**src/rtl/switch_debounce_ctrl_if.sv**
```systemverilog
// Memory-mapped slave bus for the switch debounce controller.
// The master drives select/strobes/address/write data; the slave returns
// registered read data with a one-cycle valid pulse.
interface switch_debounce_ctrl_if;
    logic        iChip_select_n;
    logic        iRead_n;
    logic        iWrite_n;
    logic [1:0]  iAddress;
    logic [15:0] iWritedata;
    logic [15:0] oReaddata;
    logic        oReaddata_valid;

    modport master (
        output iChip_select_n, iRead_n, iWrite_n, iAddress, iWritedata,
        input  oReaddata, oReaddata_valid
    );

    modport slave (
        input  iChip_select_n, iRead_n, iWrite_n, iAddress, iWritedata,
        output oReaddata, oReaddata_valid
    );
endinterface

```
**src/rtl/switch_debounce_ctrl.sv**
```systemverilog
// Slide-switch front end: 2-FF synchroniser, one shared debounce counter
// and snapshot for all switches, per-switch change flags with a maskable
// level interrupt, and a DATA/EDGE/MASK/STATUS register file.
module switch_debounce_ctrl #(
    parameter int N_SW            = 10,
    parameter int DEBOUNCE_CYCLES = 500000,
    parameter int CNT_W           = 19
) (
    input  logic                  iClk,
    input  logic                  iReset_n,
    switch_debounce_ctrl_if.slave bus,
    input  logic [N_SW-1:0]       iSwitches_data,
    output logic                  oIrq
);

    localparam logic [1:0] IDLE   = 2'b00;
    localparam logic [1:0] SETTLE = 2'b01;
    localparam logic [1:0] COMMIT = 2'b10;

    localparam logic [CNT_W-1:0] CNT_LAST = CNT_W'(DEBOUNCE_CYCLES - 1);

    logic [N_SW-1:0]  swMeta_p0;
    logic [N_SW-1:0]  swSync_p1;
    logic [N_SW-1:0]  dataReg;
    logic [N_SW-1:0]  edgeReg;
    logic [N_SW-1:0]  maskReg;
    logic [N_SW-1:0]  snapshot;
    logic [CNT_W-1:0] cnt;
    logic [1:0]       state;

    logic             readAcc;
    logic             writeAcc;
    logic [N_SW-1:0]  edgeClr;
    logic [N_SW-1:0]  edgeSet;
    logic [15:0]      rdMux;

    assign readAcc  = !bus.iChip_select_n && !bus.iRead_n;
    assign writeAcc = !bus.iChip_select_n && !bus.iWrite_n;

    // W1C clear mask from the bus, and the change bits a commit is about to raise.
    always_comb begin
        edgeClr = '0;
        edgeSet = '0;
        if (writeAcc && bus.iAddress == 2'd1) begin
            edgeClr = bus.iWritedata[N_SW-1:0];
        end
        if (state == COMMIT) begin
            edgeSet = dataReg ^ snapshot;
        end
    end

    // Register read mux; unused upper bits read as zero.
    always_comb begin
        rdMux = 16'h0000;
        case (bus.iAddress)
            2'd0:    rdMux = 16'(dataReg);
            2'd1:    rdMux = 16'(edgeReg);
            2'd2:    rdMux = 16'(maskReg);
            default: rdMux = {13'd0, state, state != IDLE};
        endcase
    end

    // Two-flop synchroniser for the raw asynchronous switch levels.
    always_ff @(posedge iClk or negedge iReset_n) begin
        if (!iReset_n) begin
            swMeta_p0 <= '0;
            swSync_p1 <= '0;
        end else begin
            swMeta_p0 <= iSwitches_data;
            swSync_p1 <= swMeta_p0;
        end
    end

    // Shared debounce FSM: any change restarts the whole window; returning to
    // the committed level abandons the pending change. The counter stops at
    // its terminal value, so it can never wrap.
    always_ff @(posedge iClk or negedge iReset_n) begin
        if (!iReset_n) begin
            state    <= IDLE;
            cnt      <= '0;
            snapshot <= '0;
            dataReg  <= '0;
        end else begin
            case (state)
                IDLE: begin
                    if (swSync_p1 != dataReg) begin
                        snapshot <= swSync_p1;
                        cnt      <= '0;
                        state    <= SETTLE;
                    end
                end
                SETTLE: begin
                    if (swSync_p1 == dataReg) begin
                        state <= IDLE;
                    end else if (swSync_p1 != snapshot) begin
                        snapshot <= swSync_p1;
                        cnt      <= '0;
                    end else if (cnt == CNT_LAST) begin
                        state <= COMMIT;
                    end else begin
                        cnt <= cnt + CNT_W'(1);
                    end
                end
                COMMIT: begin
                    dataReg <= snapshot;
                    state   <= IDLE;
                end
                default: state <= IDLE;
            endcase
        end
    end

    // EDGE flags (a same-cycle set beats the W1C clear) and the MASK register.
    always_ff @(posedge iClk or negedge iReset_n) begin
        if (!iReset_n) begin
            edgeReg <= '0;
            maskReg <= '0;
        end else begin
            edgeReg <= (edgeReg & ~edgeClr) | edgeSet;
            if (writeAcc && bus.iAddress == 2'd2) begin
                maskReg <= bus.iWritedata[N_SW-1:0];
            end
        end
    end

    // Registered read response (pre-write values) and level interrupt.
    always_ff @(posedge iClk or negedge iReset_n) begin
        if (!iReset_n) begin
            bus.oReaddata       <= 16'h0000;
            bus.oReaddata_valid <= 1'b0;
            oIrq                <= 1'b0;
        end else begin
            if (readAcc) begin
                bus.oReaddata <= rdMux;
            end
            bus.oReaddata_valid <= readAcc;
            oIrq                <= |(edgeReg & maskReg);
        end
    end

endmodule

```
**src/flat_wrapper.sv**
```systemverilog
// flat-port wrapper written by rule: the top's interface ports become plain ports
module switch_debounce_ctrl_flat 
#(
    parameter int N_SW            = 10,
    parameter int DEBOUNCE_CYCLES = 500000,
    parameter int CNT_W           = 19
)
  (iClk, iReset_n, iSwitches_data, oIrq, bus_iChip_select_n, bus_iRead_n, bus_iWrite_n, bus_iAddress, bus_iWritedata, bus_oReaddata, bus_oReaddata_valid);
  switch_debounce_ctrl_if bus_i ();
  input  logic iClk;
  input  logic iReset_n;
  input  logic [N_SW-1:0] iSwitches_data;
  output logic oIrq;
  input wire logic [$bits(bus_i.iChip_select_n)-1:0] bus_iChip_select_n;
  input wire logic [$bits(bus_i.iRead_n)-1:0] bus_iRead_n;
  input wire logic [$bits(bus_i.iWrite_n)-1:0] bus_iWrite_n;
  input wire logic [$bits(bus_i.iAddress)-1:0] bus_iAddress;
  input wire logic [$bits(bus_i.iWritedata)-1:0] bus_iWritedata;
  output wire logic [$bits(bus_i.oReaddata)-1:0] bus_oReaddata;
  output wire logic [$bits(bus_i.oReaddata_valid)-1:0] bus_oReaddata_valid;
  assign bus_i.iChip_select_n = bus_iChip_select_n;
  assign bus_i.iRead_n = bus_iRead_n;
  assign bus_i.iWrite_n = bus_iWrite_n;
  assign bus_i.iAddress = bus_iAddress;
  assign bus_i.iWritedata = bus_iWritedata;
  assign bus_oReaddata = bus_i.oReaddata;
  assign bus_oReaddata_valid = bus_i.oReaddata_valid;
  switch_debounce_ctrl #(.N_SW(N_SW), .DEBOUNCE_CYCLES(DEBOUNCE_CYCLES), .CNT_W(CNT_W)) u_core (.iClk(iClk), .iReset_n(iReset_n), .bus(bus_i), .iSwitches_data(iSwitches_data), .oIrq(oIrq));
endmodule
```
**config.mk**
```make
export PLATFORM = sky130hd
export DESIGN_NAME = switch_debounce_ctrl_flat
export DESIGN_NICKNAME = d
export VERILOG_FILES = /design/src/rtl/switch_debounce_ctrl_if.sv /design/src/rtl/switch_debounce_ctrl.sv /design/src/flat_wrapper.sv
export SDC_FILE = /design/constraint.sdc
export NUM_CORES = 1
export LEC_CHECK = 0
export CAP_MARGIN = 20
export CORE_MARGIN = 10
export CORE_UTILIZATION = 46
export CTS_BUF_LIST = sky130_fd_sc_hd__clkbuf_4 sky130_fd_sc_hd__clkbuf_8
export DETAILED_ROUTE_END_ITERATION = 12
export PLACE_DENSITY = 0.73
export SLEW_MARGIN = 10
export SYNTH_ARGS = -nofsm -noshare
export SYNTH_HDL_FRONTEND = slang
export SYNTH_SLANG_ARGS = --single-unit
```
**constraint.sdc**
```tcl
create_clock -name iClk -period 3.46 [get_ports iClk]
set_input_delay 0.692 -clock iClk [delete_from_list [all_inputs] [get_ports iClk]]
set_output_delay 0.692 -clock iClk [all_outputs]
set_load 0.005 [all_outputs]
```
==> flow_metrics.env <==
export IMPL_timing_final_setup_violations=0
export IMPL_violation_count_after_the_first_detailed_route_iteration=245
export IMPL_finalHoldViolations=0
export IMPL_synth_seq_cells=93
export IMPL_cts_num_sinks=93
export IMPL_core_area_um2=9240
export IMPL_worst_slew_margin_rel_pct=48.0
export IMPL_synth_edf_count=0
export IMPL_wl_per_cell_um=16.5
export IMPL_count_leader_synth="dfrtp_1"
export IMPL_synth_yosys_warnings=0
export IMPL_synth_lib_cells_used_distinct=53
export IMPL_hold_ws_ns=0.327
export IMPL_die_x_um=117
export IMPL_pwr_density_cell_nw_per_um2=418
export IMPL_clk_pin_slew_ns=0.09
export IMPL_timing_clock_skew_ns=0.00787
export IMPL_cts_root_buf="clkbuf_8"
export IMPL_gp_weighted_congestion=0.937
export IMPL_post_route_drc_count=0
export IMPL_worst_ir_drop_vdd_v=0.000255
export IMPL_postLayoutCoreUtil_pct=55.0
export IMPL_startpoint_type="flip-flop"
export IMPL_floorplan_initialDensity_pct=47.1
export IMPL_static_leakage_power_nw=2.13
export IMPL_tritoncts_num_buffers=9
export IMPL_critical_path_slowest_cell="nand4_1"
export IMPL_portBuffers=38
export IMPL_worst_path_max_fanout=11
export IMPL_floorplan_die_area_um2=13800
export IMPL_worstMarginPinSlew_ns=0.772
export IMPL_max_clock_freq_ghz=0.407
export IMPL_worst_endpoint_arrival_ns=2.71
export IMPL_drive_gt1_share_pct=16.0
export IMPL_htree_depth=3
export IMPL_route_detailed_vias_per_inst=5.52
export IMPL_synth_async_reset_ratio_pct=100
export IMPL_dpl_instance_area_um2=4880
export IMPL_fin_nets=459
export IMPL_syn_to_final_growth_pct=16.6
export IMPL_grt_setup_unrepaired="no"
export IMPL_drt_total_wl_um=9220
export IMPL_detailedRoute_firstPassIterationCount=4
export IMPL_end_kind="flip-flop"
export IMPL_antenna_cells_inserted=0
export IMPL_synthesis_area_per_instance_um2=11.4
export IMPL_finalInstanceArea_um2=5080
export IMPL_antenna_violations_before_repair=0
export IMPL_hpwl_um=6700
export IMPL_post_route_period_util_pct=71.1
export IMPL_grt_first_pass_wirelength_um=15900
export IMPL_grt_pass1_vias=3070
export IMPL_path_delay_family="simple AND/OR/NAND/NOR gates"
export IMPL_cts_repair_timing_setup_buffer_count=0
export IMPL_path_cells="xnor2_1 -> nand4_1 -> nor3_4 -> nand2_2 -> o41ai_1"
export IMPL_drv_max_cap_violation_count=0
export IMPL_synth_top_cells_by_count="dfrtp_1, nand2_1, mux2_2, nor2_1"
export IMPL_total_negative_setup_slack_ns=0
export IMPL_syn_cell_area_um2=4360
export IMPL_timing_critical_path_slowest_cell_delay_ns=0.53
export IMPL_worst_hold_path_type="primary input to asynchronous set/reset pin"
export IMPL_grt_max_degree=45
export IMPL_ant_nets=0
export IMPL_cts_tree="done"
export IMPL_synth_top_cell_by_area="dfrtp_1"
export IMPL_final_max_slew_violation_count=0
export IMPL_fp_dieH_um=117
export IMPL_run_status="complete, no violations"
export IMPL_track_usage_pct=13.7
export IMPL_timing_critical_path_required_ns=3.71
export IMPL_grt_overflow=0
export IMPL_boundaryPins=51
export IMPL_rows=35
export IMPL_timing_final_crit_period_ns=2.46
export IMPL_worstSkewPairLatency_ns=0.36
export IMPL_place_inst=543
export IMPL_post_cts_hold_buffer_count=0
export IMPL_post_synth_main_area_contributors="dfrtp_1, mux2_2, xor2_1"
export IMPL_detailroute_via_count=3088
export IMPL_worst_setup_path_class="flip-flop to flip-flop"
export IMPL_timing_critical_path_buf_inv=0
export IMPL_resized_gates_after_cts=0
export IMPL_cts_path_max_buffers=2
export IMPL_post_synth_top_area_fraction_pct=53.4
export IMPL_final_instance_count_excl_fill=559
export IMPL_synth_main_ff_cell="dfrtp_1"
export IMPL_sequential_share_of_the_synthesized_area_pct=53.4
export IMPL_post_synth_inst_count=383
metal layers:
metal	GRT usage, %	routed length (um)	part of all wire, %	vias to the layer above
met5	0	0	0	-
met4	4.07	119	1.3	0
li1	-	-	-	1466
met2	20.3	4260	46	94
met1	18.6	4380	48	1516
met3	4.08	459	5.0	12
per-stage QoR:
stage	setup slack [ns]	power, mW
after floorplan	1.56	1.32
after global routing	0.791	2.22
final	1.00	2.12
after global placement	0.809	1.43
after CTS	0.966	2.15
after detailed placement	0.804	1.44
flip-flops by register name, indices dropped and copies added (netlist names):
name                        flops
u_core.snapshot                10
u_core.maskReg                 10
u_core.swSync_p1               10
u_core.cnt                     19
u_core.bus.oReaddata_valid      1
u_core.edgeReg                 10
u_core.dataReg                 10
u_core.bus.oReaddata           10
u_core.swMeta_p0               10
u_core.oIrq                     1
u_core.state                    2
placed cells by master, fill, tap and decap left out, types with 3 or more instances in the layout:
master            n
a2111oi_0         3
a21oi_1          20
a22o_1           11
a22oi_1           4
buf_4            10
clkbuf_8          9
clkdlybuf4s50_1  37
conb_1            6
dfrtp_1          93
inv_1             8
mux2_1            3
mux2_2           26
mux2i_1           8
mux4_2            3
nand2_1          36
nand3_1           8
nand4_1          10
nor2_1           21
nor3_1            6
nor4_1           11
nor4b_1           3
o21ai_0          19
o31ai_1           6
xnor2_1          10
xor2_1           20
logic make-up (layout without fill, tap and decap cells):
family | count (synthesis) | count (layout) | synth area share (%)
XOR/XNOR | 30 | 30 | 6.03
flip-flops | 93 | 93 | 53.4
adder cells (fa/ha/maj) | 1 | 1 | 0.287
AND/OR/NAND/NOR | 118 | 118 | 15.3
AO/OA/AOI/OAI | 71 | 71 | 10.9
multiplexers | 40 | 40 | 10.9
other | 1 | 6 | 0.0861
buffers and inverters | 29 | 71 | 3.13
worst reg2reg max path, stage by stage (launching register included):
cell,delay (ns)
dfrtp_1,0.43
xnor2_1,0.31
nand4_1,0.53
nor3_4,0.46
nand2_2,0.22
o41ai_1,0.39
final cells by class:
cell class | instances | area [um^2]
clock inverter | 7 | 73.8
sequential | 93 | 2330
fill | 807 | 4160
tap | 129 | 161
inverter | 8 | 30.0
timing repair buffer | 47 | 445
clock buffer | 9 | 124
multi-input combinational | 266 | 1920
report_power, final:
group | total, mW | leakage, nW | internal (mW) | switching (mW)
combinational | 0.222 | 0.846 | 0.121 | 0.101
sequential | 1.19 | 1.19 | 1.15 | 0.0447
clock | 0.710 | 0.0996 | 0.336 | 0.374
total | 2.12 | 2.13 | 1.60 | 0.520
path summary, 6_finish.rpt:
path | slack (ns) | to | from | depth (start not counted)
min reg2reg | 0.35 | u_core.swSync_p1[7]$_DFF_PN0_ | u_core.swMeta_p0[7]$_DFF_PN0_ | 0
min in group iClk | 0.35 | u_core.swSync_p1[7]$_DFF_PN0_ | u_core.swMeta_p0[7]$_DFF_PN0_ | 0
max in group asynchronous | 2.40 | u_core.snapshot[7]$_DFFE_PN0P_ | iReset_n | 2
max reg2reg | 1.00 | u_core.cnt[9]$_DFFE_PN0P_ | u_core.snapshot[8]$_DFFE_PN0P_ | 5
min | 0.33 | u_core.maskReg[3]$_DFFE_PN0P_ | iReset_n | 1
max | 1.00 | u_core.cnt[9]$_DFFE_PN0P_ | u_core.snapshot[8]$_DFFE_PN0P_ | 5
No activity file was read; power rests on OpenSTA's default activity.
